===== src/rtl/count_pkg.sv =====
// Shared types and helpers for the photon-count reader and its FIFO bench.
// Latency: n/a (package only).
// Backpressure: n/a (package only).
package count_pkg;

  typedef enum logic [1:0] {
    IDLE = 2'd0,
    CAP  = 2'd1,
    EMIT = 2'd2
  } state_t;

  // One lane carries {bright, count}, so it is one bit wider than a count.
  function automatic int lane_w(input int count_w);
    return count_w + 1;
  endfunction

  // Low bit of lane 'lane' inside a packed output word.
  function automatic int lane_lsb(input int lane, input int lw);
    return lane * lw;
  endfunction

endpackage


===== src/rtl/count_lane_pack.sv =====
// Lane packer: classifies each popped count against THRESH and stores it in the next lane.
// Latency: lane and keep registers update on the clock after cap is asserted.
// Backpressure: none internally; the parent only asserts cap when a word is not being held.
module count_lane_pack
  import count_pkg::*;
#(
  parameter int COUNT_W = 7,
  parameter int LANES   = 4,
  localparam int LW     = lane_w(COUNT_W),
  localparam int IW     = (LANES > 1) ? $clog2(LANES) : 1
) (
  input  logic                  clk,
  input  logic                  rst,
  input  logic                  cap,
  input  logic                  clr,
  input  logic [COUNT_W-1:0]    fifo_data,
  input  logic [COUNT_W-1:0]    thresh,
  output logic [LANES*LW-1:0]   lane_dat,
  output logic [LANES-1:0]      keep,
  output logic                  idx_nz,
  output logic                  full
);

  localparam logic [IW-1:0] LAST_IDX = IW'(LANES - 1);

  logic [LANES*LW-1:0] data_q;
  logic [LANES-1:0]    keep_q;
  logic [IW-1:0]       idx_q;
  logic                bright;

  // Unsigned compare; equal to the threshold counts as bright.
  assign bright = (fifo_data >= thresh);

  // Fill lanes from lane 0 upward; a handshake or reset empties the word.
  always_ff @(posedge clk) begin
    if (rst || clr) begin
      data_q <= '0;
      keep_q <= '0;
      idx_q  <= '0;
    end else if (cap) begin
      data_q[lane_lsb(int'(idx_q), LW) +: LW] <= {bright, fifo_data};
      keep_q[idx_q] <= 1'b1;
      // The last lane leaves idx in place; the handshake that follows resets it.
      if (idx_q != LAST_IDX) idx_q <= idx_q + 1'b1;
    end
  end

  assign lane_dat = data_q;
  assign keep     = keep_q;
  assign idx_nz   = (idx_q != '0);
  assign full     = (idx_q == LAST_IDX);

endmodule


===== src/rtl/count_reader.sv =====
// Photon-count FIFO consumer: pops counts, tags bright/dark, and packs LANES lanes per stream word.
// Latency: 2 cycles from the FIFO_RD of the last lane to OUT_VALID; one count per 2 cycles.
// Backpressure: OUT_READY low holds the word and stops all pops. Optional COUNT_READER_STATS_EN adds shot and bright counters.
module count_reader
  import count_pkg::*;
#(
  parameter int COUNT_W = 7,
  parameter int LANES   = 4,
  parameter int TIMEOUT = 1024,
  localparam int LW     = lane_w(COUNT_W)
) (
  input  logic                  CLK,
  input  logic                  RST,
  input  logic [COUNT_W-1:0]    FIFO_DATA,
  input  logic [6:0]            FIFO_USAGE,
  input  logic                  FIFO_INT,
  output logic                  FIFO_RD,
  input  logic [COUNT_W-1:0]    THRESH,
  output logic [LANES*LW-1:0]   OUT_DATA,
  output logic [LANES-1:0]      OUT_KEEP,
  output logic                  OUT_LAST,
  output logic                  OUT_VALID,
  input  logic                  OUT_READY
`ifdef COUNT_READER_STATS_EN
  ,
  output logic [31:0]           SHOT_CNT,
  output logic [31:0]           BRIGHT_CNT
`endif
);

  localparam int            TW      = $clog2(TIMEOUT + 1);
  localparam logic [TW-1:0] TMO_MAX = TW'(TIMEOUT - 1);

  state_t        state, state_nxt;
  logic          pop;
  logic          set_last;
  logic          last_q;
  logic          int_q;
  logic          int_pend;
  logic [TW-1:0] tmo;
  logic          cap;
  logic          hs;
  logic          last_hs;
  logic          idx_nz;
  logic          full;
  logic          fifo_empty;

  assign fifo_empty = (FIFO_USAGE == 7'd0);
  assign cap        = (state == CAP);
  assign hs         = (state == EMIT) && OUT_READY;
  assign last_hs    = hs && last_q;

  count_lane_pack #(
    .COUNT_W (COUNT_W),
    .LANES   (LANES)
  ) u_pack (
    .clk       (CLK),
    .rst       (RST),
    .cap       (cap),
    .clr       (hs),
    .fifo_data (FIFO_DATA),
    .thresh    (THRESH),
    .lane_dat  (OUT_DATA),
    .keep      (OUT_KEEP),
    .idx_nz    (idx_nz),
    .full      (full)
  );

  // State register.
  always_ff @(posedge CLK) begin
    if (RST) state <= IDLE;
    else     state <= state_nxt;
  end

  // Next state: pops take priority; an empty FIFO then honours end-of-window, then timeout.
  always_comb begin
    state_nxt = state;
    pop       = 1'b0;
    set_last  = 1'b0;
    case (state)
      IDLE: begin
        if (!fifo_empty) begin
          pop       = 1'b1;
          state_nxt = CAP;
        end else if (int_pend) begin
          set_last  = 1'b1;
          state_nxt = EMIT;
        end else if (idx_nz && (tmo == TMO_MAX)) begin
          state_nxt = EMIT;
        end
      end
      CAP:     state_nxt = full ? EMIT : IDLE;
      EMIT:    if (OUT_READY) state_nxt = IDLE;
      default: state_nxt = IDLE;
    endcase
  end

  assign FIFO_RD   = pop && !RST;
  assign OUT_VALID = (state == EMIT);
  assign OUT_LAST  = last_q;

  // LAST flag travels with the held word and drops once it is accepted.
  always_ff @(posedge CLK) begin
    if (RST || hs)     last_q <= 1'b0;
    else if (set_last) last_q <= 1'b1;
  end

  // Rising-edge detect on the interrupt level; a second edge before the LAST word is ignored.
  always_ff @(posedge CLK) begin
    if (RST) begin
      int_q    <= 1'b0;
      int_pend <= 1'b0;
    end else begin
      int_q <= FIFO_INT;
      if (last_hs)                   int_pend <= 1'b0;
      else if (FIFO_INT && !int_q)   int_pend <= 1'b1;
    end
  end

  // Idle timer for a partial word sitting behind an empty FIFO; saturates at the flush point.
  always_ff @(posedge CLK) begin
    if (RST || pop || hs)
      tmo <= '0;
    else if ((state == IDLE) && fifo_empty && idx_nz && (tmo != TMO_MAX))
      tmo <= tmo + 1'b1;
  end

`ifdef COUNT_READER_STATS_EN
  logic cap_bright;
  assign cap_bright = (FIFO_DATA >= THRESH);

  // Per-window capture tallies, saturating, cleared when the LAST word is accepted.
  always_ff @(posedge CLK) begin
    if (RST || last_hs) begin
      SHOT_CNT   <= '0;
      BRIGHT_CNT <= '0;
    end else if (cap) begin
      if (SHOT_CNT != '1)                 SHOT_CNT   <= SHOT_CNT + 32'd1;
      if (cap_bright && BRIGHT_CNT != '1) BRIGHT_CNT <= BRIGHT_CNT + 32'd1;
    end
  end
`endif

endmodule


===== config.mk =====
export PLATFORM = sky130hd
export DESIGN_NAME = count_reader
export DESIGN_NICKNAME = d
export VERILOG_FILES = /design/src/rtl/count_pkg.sv /design/src/rtl/count_lane_pack.sv /design/src/rtl/count_reader.sv
export SDC_FILE = /design/constraint.sdc
export NUM_CORES = 1
export LEC_CHECK = 0
export CAP_MARGIN = 40
export CORE_ASPECT_RATIO = 0.8
export CORE_MARGIN = 10
export CORE_UTILIZATION = 52
export DETAILED_ROUTE_END_ITERATION = 10
export HOLD_SLACK_MARGIN = 0.05
export PLACE_DENSITY_LB_ADDON = 0.12
export SKIP_CTS_REPAIR_TIMING = 1
export SLEW_MARGIN = 20
export SYNTH_ARGS = -nofsm -noshare
export SYNTH_HDL_FRONTEND = slang
export SYNTH_SLANG_ARGS = --single-unit

===== constraint.sdc =====
create_clock -name CLK -period 3.8 [get_ports CLK]
set_input_delay 0.38 -clock CLK [delete_from_list [all_inputs] [get_ports CLK]]
set_output_delay 0.38 -clock CLK [all_outputs]
set_load 0.03 [all_outputs]

---- Word level (Yosys, flattened, before mapping) ----
Index checks and enable logic that the tools add are counted.
word-level totals
  bits in latches ......................... 0
  memories kept ........................... 0
  output and inout port bits .............. 39
  memory bits (writable) .................. 0
  bits in registers ....................... 54
  memory bits (read-only) ................. 0
  logic and storage cells ................. 59
  input port bits ......................... 25
cells by class
  shifts and indexed selects .............. 2
  $mul .................................... 0
  bitwise gates (word level) .............. 1
  $lt $le $gt $ge ......................... 3
  multiplexer cells ....................... 14
  div/mod/pow operators ................... 0
  equal/unequal tests ..................... 8
  $add $sub $neg .......................... 3
  reductions and logical operators ........ 20
operators by type and width
  kind                     count
  $neg 5->33               1
  $shift 8x33->32 const A  1
  $shiftx 8x33->32         1
  $bwmux 32                1
  $add 11x1->11 const B    1
  $eq 11x10->1 const B     1
  $ne 11x10->1 const B     1
  $mux 2                   5
  $logic_and 1x1->1        9
  $ge 7x7->1               1
  $logic_not 7->1          1
  $mux 1                   6
  $pmux 2 s3               1
  $eq 2x2->1 const B       2
  $ne 4x4->1 const B       1
  $or 4x4->4               1
  $reduce_and 2->1         2
  $logic_or 1x1->1         3
  $lt 2x3->1 const B       1
  $add 2x1->2 const B      1
  $demux 1 s2              1
  $eq 2x1->1 const B       1
  $ge 2x1->1 const B       1
  $logic_not 1->1          2
  other kinds (5)          5

---- Longest topological paths before layout ----
Gate-level depths: netlist of the first run.
  depth in word-level cells ............... 6
  mapped depth ............................ 7
  gate-level depth less buffers ........... 6

---- Cells and area by module ----
Synthesis of the first run repeated with hierarchy kept, for this count alone.
second synthesis, totals
  cells, all modules ...................... 267
  area, all modules ....................... 2471.1 µm²
modules (own cells, without submodules)
  module           seq. area each (µm²)  cells each  area each (µm²)  times used
  count_lane_pack  760.7                 169         1606.5           1
  count_reader     320.3                 98          864.6            1

---- Worst setup path before layout of the first run ----
No wires, ideal clock.
  path type ............................... register to register
  start ................................... reg u_pack.idx_q[0]
  end ..................................... reg tmo[5]
  slack ................................... 1823 ps
  buffers on the path ..................... 2
  data arrival time ....................... 1905 ps
  data required time ...................... 3728 ps
  cell stages (with the launch flop) ...... 8
  library setup time ...................... 72 ps
  clock period less this slack ............ 1977 ps
  path through ............................ dfxtp_1 -> inv_1 -> ha_1 -> clkbuf_1 -> nand4b_4 -> buf_2 -> nor4_2 -> mux2i_1
on the way
  word-level cells in the longest chain between the ends .. 3
ends and longest elaborated chain
  what                            RTL line               RTL
  from (decl)                     count_lane_pack.sv:28  logic [IW-1:0] idx_q;
  from (signal assigned)          count_lane_pack.sv:44  if (idx_q != LAST_IDX) idx_q <= idx_q + 1'b1;
  $reduce_bool 2->1               count_lane_pack.sv:50  assign idx_nz = (idx_q != '0);
  $logic_and 1x1->1 (2 in a row)  count_reader.sv:124    else if ((state == IDLE) && fifo_empty && idx_nz && (tmo != TMO_MAX))
  to (signal assigned)            count_reader.sv:125    tmo <= tmo + 1'b1;
  to (decl)                       count_reader.sv:40     logic [TW-1:0] tmo;
No other way between the ends.
A chain may end at the register's enable or synchronous reset.

---- Worst setup path in the final report of the first run ----
  start ................................... in FIFO_USAGE[2]
  end ..................................... out FIFO_RD
on the way
  word-level cells in the longest chain between the ends .. 4
ends and longest elaborated chain
  what               RTL line            RTL
  from (decl)        count_reader.sv:15  input logic [6:0] FIFO_USAGE,
  $logic_not 7->1    count_reader.sv:48  assign fifo_empty = (FIFO_USAGE == 7'd0);
  $mux 1             count_reader.sv:82  if (!fifo_empty) begin
  $mux 1             count_reader.sv:80  case (state)
  $logic_and 1x1->1  count_reader.sv:98  assign FIFO_RD = pop && !RST;
  to (decl)          count_reader.sv:17  output logic FIFO_RD,
No other way between the ends.

==> impl_metrics.yaml, run 1 <==
yosys:
  ys_top_cells_by_area: "dfxtp_1, a22oi_1, ha_1, nor2_1, a21oi_1"
  ys_warn_count: 0
  syn-num-nets: 301
  synthAdderAreaFrac_pct: 8.17
  ys_seq_elements: 54
  yosysTopAreaCellShare_pct: 44.1
  syn_area_mm2: 0.00245
  synth.distinct_cells: 40
  yosys-mux-area-fraction_pct: 1.23
  synthSimpleGateAreaFrac_pct: 23.9
  synthCells: 260
  synth-compound-area-share_pct: 18.3
  synth_edf_count: 0
  synth_ff_type: "dfxtp_1"
  synth_top_cell_by_area: "dfxtp_1"
  synth_xor_area_share_pct: 0.357
  synth.yosys.seq_area_share_pct: 44.1
  avgSynthCellArea_um2: 9.43
  synth_top_family_by_area: "simple AND/OR/NAND/NOR gates"
  synth-async-reset-ratio_pct: 0
min_path:
  hold_start: "u_pack.lane_dat[31]"
  hold_class: "reg -> reg"
  hold_depth: 2
  min_to: "u_pack.lane_dat[31]"
worst_setup_path:
  rr_worst_depth: 5
  cp-start-kind: "primary input"
  r2r_setup_slack_ns: 1.48
  worstPathRequired_ns: 3.42
  crit_path_top_delay_cell: "clkdlybuf4s50_1"
  crit_family: "buffers and inverters"
  path_common_cell: "clkdlybuf4s50_1"
  path_buf_inv: 2
  critical_path_class: "in -> out"
  critPathArrivalTime_ns: 2.17
  reg2reg_from: "u_pack.idx_q[0]"
  cp_max_fo: 7
  cpPeakStageDelay_ns: 0.60
  crit_chain: "clkdlybuf4s50_1 > nor4_4 > a211o_1 > nor2_1 > clkdlybuf4s50_1"
  end_kind: "primary output"
  r2r_end: "tmo[8]"
sta:
  fmax_mhz: 393
  slew_violations: 0
  slew_headroom_pct: 44.9
  hold_viol: 0
  holdWs_ns: 0.480
  worst_clock_skew_ns: 0.00324
  rsz0062_at_grt: "false"
  fin_crit_sh_pct: 67.0
  fin_setup_tns_ns: 0
  min_period_ns: 2.55
  worst_pin_slew_ns: 0.825
  setup_viol: 0
power:
  power_density_mw_per_mm2: 338
  p_leak_nw: 1.15
  ir_drop_uv: 290
die:
  start_util_pct: 53.6
  rows: 22
  core_area_mm2: 0.00457
  ios: 64
  die-height_um: 81.4
  dieArea_mm2: 0.00788
  fp.dieW_um: 96.8
clock_network:
  numCtsBuffers: 5
  clock-sinks: 54
  clk_pin_slew_ns: 0.09
  clk_latency_ns: 0.30
  h-tree-depth: 2
  cts_tree: "done"
  clockBufferDepth: 2
  clock_tree.root_cell: "clkbuf_8"
layout:
  diodes: 0
  drive_gt1_share_pct: 7.72
  area_growth_pct: 31.9
  num-fill-cells: 389
  regArea_mm2: 0.00108
  nets: 364
  multi_input_area_mm2: 0.00127
global_route:
  grt_pass1_wl_mm: 10.5
  grt_usage_pct: 16.1
  antenna_found_initial: 0
  grt_max_degree: 22
  grt_overflow: 0
  grt_pass1_vias: 2030
routing:
  avgViaCountPerCell: 5.66
  final_antenna_net_count: 0
  wl_per_cell_um: 16.5
  drc: 0
  wirelength_mm: 6.33
  first_pass_iters: 4
  dr.first_iter.drc_count: 169
  vias: 2172
placement:
  hpwl_mm: 4.68
  numPortBuffers: 63
  place.gp.congestion: 0.803
status:
  status: "finished clean"
run:
  drv_cap: 0
synthesized netlist by cell type, types with 5 or more instances:
| cell type | instances |
|---|---|
| nand3_1 | 8 |
| o31ai_1 | 6 |
| inv_1 | 14 |
| or4_1 | 6 |
| nor2_1 | 38 |
| buf_2 | 7 |
| o21ai_0 | 7 |
| a22oi_1 | 28 |
| nand2_1 | 11 |
| a21oi_1 | 19 |
| ha_1 | 16 |
| dfxtp_1 | 54 |
| nor2b_1 | 5 |
worst max path at each step:
stage / startpoint / to / slack, ns / depth (start not counted)
2_1_floorplan: u_pack.idx_q[0] / tmo[5] / 1.82 / 7
3_3_place_gp: FIFO_USAGE[2] / FIFO_RD / 1.29 / 5
3_5_place_dp: FIFO_USAGE[2] / FIFO_RD / 1.23 / 5
4_1_cts: FIFO_USAGE[2] / FIFO_RD / 1.23 / 5
5_1_grt: FIFO_USAGE[2] / FIFO_RD / 1.12 / 5
6_report: FIFO_USAGE[2] / FIFO_RD / 1.25 / 5
through the flow:
step / worst slack, ns / cells / cell area [um2] / utilization [%] / total power (W)
2_1_floorplan: 1.82 / 260 / 2450 / - / 0.000695
3_5_place_dp: 1.23 / 376 / 3140 / 68.6 / 0.000771
5_1_grt: 1.12 / 384 / 3230 / 70.7 / 0.00114
4_1_cts: 1.23 / 384 / 3230 / 70.7 / 0.00110
3_3_place_gp: 1.29 / 375 / 3120 / 68.3 / 0.000765
6_report: 1.25 / 384 / 3230 / 70.7 / 0.00109
logic make-up after synthesis:
group | count (synthesis)
compound gates | 68
xor+xnor | 1
fa+ha+maj | 16
buf+inv | 23
flops | 54
mux | 3
simple gates | 95
report_power, final:
part / switching, W / internal (W)
logic: 0.0000946 / 0.0000726
registers: 0.0000138 / 0.000578
clock network: 0.000187 / 0.000147
flip-flops by register name (all words and copies together), names as in the netlist:
name and flops:
OUT_LAST 1, int_pend 1, int_q 1, state 2, tmo 11, u_pack.idx_q 2, u_pack.keep 4, u_pack.lane_dat 32
metal layers:
| layer | part of all wire [%] | vias to the layer above | GRT usage, % |
|---|---|---|---|
| met1 | 43 | 1037 | 20.3 |
| met4 | 0.88 | 0 | 4.56 |
| met3 | 9.0 | 4 | 6.87 |
| met2 | 47 | 55 | 24.7 |
| li1 | - | 1076 | - |
| met5 | 0 | - | 0 |
cell type report:
cell class	count	area share (%)
tap	60	2.32
clock inverter	2	0.387
inverter	14	1.63
sequential	54	33.4
clock buffer	6	2.56
timing repair buffer	65	20.2
multi-input combinational	183	39.5
worst min-delay path: stages (launching register included):
cell and delay, ns:
dfxtp_1 0.32, nand2_1 0.05, o22ai_1 0.07
layout by cell type, fill, tap and decap left out, types with 2 or more instances in the layout:
cell type        instances
a211oi_1                 2
a21oi_1                 19
a22oi_1                 28
clkbuf_8                 6
clkdlybuf4s50_1         63
dfxtp_1                 54
ha_1                    16
inv_1                   14
mux2i_1                  3
nand2_1                 11
nand3_1                  8
nand3b_1                 3
nand3b_2                 3
nor2_1                  38
nor2b_1                  5
nor4_2                   2
nor4_4                   2
nor4b_2                  3
o21ai_0                  7
o31ai_1                  6
or3_1                    3
or4_1                    6
No activity file was read; power rests on OpenSTA's default activity.
==> run 2: changes to the inputs <==
--- a/config.mk
+++ b/config.mk
@@ -8,7 +8,7 @@
 export CAP_MARGIN = 40
 export CORE_ASPECT_RATIO = 0.8
 export CORE_MARGIN = 10
-export CORE_UTILIZATION = 52
+export CORE_UTILIZATION = 44
 export DETAILED_ROUTE_END_ITERATION = 10
 export HOLD_SLACK_MARGIN = 0.05
 export PLACE_DENSITY_LB_ADDON = 0.12
==> constraint.sdc (replaced) <==
create_clock -name CLK -period 2.3 [get_ports CLK]
set_input_delay 0.23 -clock CLK [delete_from_list [all_inputs] [get_ports CLK]]
set_output_delay 0.23 -clock CLK [all_outputs]
set_load 0.03 [all_outputs]
==> impl_metrics.yaml, run 2 (synthesized netlist as in run 1, its figures left out) <==
worst_setup_path:
  crit_path_top_delay_cell: "clkdlybuf4s50_1"
  end_kind: "primary output"
  path_common_cell: "clkdlybuf4s50_1"
  critPathArrivalTime_ns: 1.88
  worstPathRequired_ns: 2.07
  cpPeakStageDelay_ns: 0.59
  cp_max_fo: 3
  crit_chain: "clkdlybuf4s50_1 > nor4_4 > a211o_1 > nor2_1 > clkdlybuf4s50_1"
  critical_path_class: "in -> out"
  cp-start-kind: "primary input"
global_route:
  grt_pass1_vias: 2094
  grt_max_degree: 26
  grt_usage_pct: 14.4
  grt_overflow: 0
  grt_pass1_wl_mm: 10.4
  antenna_found_initial: 0
routing:
  vias: 2166
  wirelength_mm: 6.33
  drc: 0
  first_pass_iters: 4
  avgViaCountPerCell: 5.23
  final_antenna_net_count: 0
  wl_per_cell_um: 15.3
  dr.first_iter.drc_count: 86
layout:
  diodes: 0
  nets: 376
  final_area_mm2: 0.00334
  largest_register_ffs: 32
  mostFrequentLayoutCell: "clkdlybuf4s50_1"
  most-common-layout-cells: "clkdlybuf4s50_1, dfxtp_1, nor2_1"
  postLayoutCoreUtil_pct: 61.5
  area_growth_pct: 36.4
  drive_gt1_share_pct: 11.0
sta:
  worst_clock_skew_ns: 0.00477
  hold_viol: 0
  min_period_ns: 2.11
  fmax_mhz: 473
  setup_viol: 0
  fin_setup_tns_ns: 0
  holdWs_ns: 0.481
  slew_violations: 0
  slew_headroom_pct: 71.8
  rsz0062_at_grt: "false"
  worst_pin_slew_ns: 0.421
  fin_crit_sh_pct: 91.9
min_path:
  hold_class: "reg -> reg"
clock_network:
  clk_pin_slew_ns: 0.09
  clock-sinks: 54
  numCtsBuffers: 5
  h-tree-depth: 2
  clock_tree.root_cell: "clkbuf_8"
  clockBufferDepth: 2
  cts_tree: "done"
  clk_latency_ns: 0.32
die:
  start_util_pct: 45.1
  core_area_mm2: 0.00544
  fp.dieW_um: 103
  rows: 24
  ios: 64
  dieArea_mm2: 0.00897
  die-height_um: 86.8
power:
  power_density_mw_per_mm2: 541
  p_switching_w: 0.000503
  p_comb_share_pct: 16.3
  sw_frac_of_total_pct: 27.8
  ir_drop_uv: 389
  total_power_w: 0.00181
  seq_power_share_pct: 54.0
  clkPwrFrac_pct: 29.7
  p_leak_nw: 1.21
  internal_power_w: 0.00131
placement:
  numPortBuffers: 63
  place.gp.congestion: 0.811
  hpwl_mm: 4.70
  place_area_mm2: 0.00325
status:
  status: "finished clean"
run:
  drv_cap: 0
run 2: final cells by class:
cell class	count	area, um2
Clock buffer	5	68.8
Clock inverter	3	21.3
Fill cell	480	2090
Inverter	14	52.6
Multi-Input combinational cell	183	1270
Sequential cell	54	1080
Tap cell	78	97.6
Timing Repair Buffer	77	748
run 2: power groups by stage:
stage / Combinational (W) / Clock (W) / Sequential [W]
after global placement: 0.000292 / 0 / 0.000998
final: 0.000295 / 0.000537 / 0.000977
after global routing: 0.000323 / 0.000583 / 0.000981
after detailed placement: 0.000295 / 0 / 0.000998
after floorplan: 0.000131 / 0 / 0.00102
after CTS: 0.000297 / 0.000551 / 0.000977
run 2: per-stage QoR:
step                worst slack, ns  cells
floorplan                     0.323    260
global placement              0.186    406
detailed placement            0.173    406
CTS                           0.171    414
global route                 0.0930    414
finish                        0.187    414
run 2: final timing paths:
path	from	to	slack (ns)	depth (start not counted)
worst max-delay path	FIFO_USAGE[2]	FIFO_RD	0.19	5
worst min-delay path	OUT_LAST	int_pend	0.48	1
worst max register to register	u_pack.idx_q[0]	tmo[7]	0.31	5
worst min register to register	OUT_LAST	int_pend	0.48	1
run 2: worst max-delay path: cells and delay by family:
kind | cells | cell delay [ns]
buffers and inverters | 2 | 1.03
AND/OR/NAND/NOR | 2 | 0.42
AO/OA/AOI/OAI | 1 | 0.20
run 2: per-layer routing:
metal / vias to the layer above / global-route usage (%) / part of all wire, %
li1: 1097 / - / -
met1: 1018 / 19.0 / 46
met2: 42 / 22.1 / 45
met3: 9 / 4.38 / 8.3
met4: 0 / 4.16 / 1.1
met5: - / 0 / 0
==> run 3: changes to the inputs <==
--- a/config.mk
+++ b/config.mk
@@ -17,3 +17,4 @@
 export SYNTH_ARGS = -nofsm -noshare
 export SYNTH_HDL_FRONTEND = slang
 export SYNTH_SLANG_ARGS = --single-unit
+export TNS_END_PERCENT = 5
==> results of run 3 <==
Final layout, timing and power as in run 2 (identical DEF).
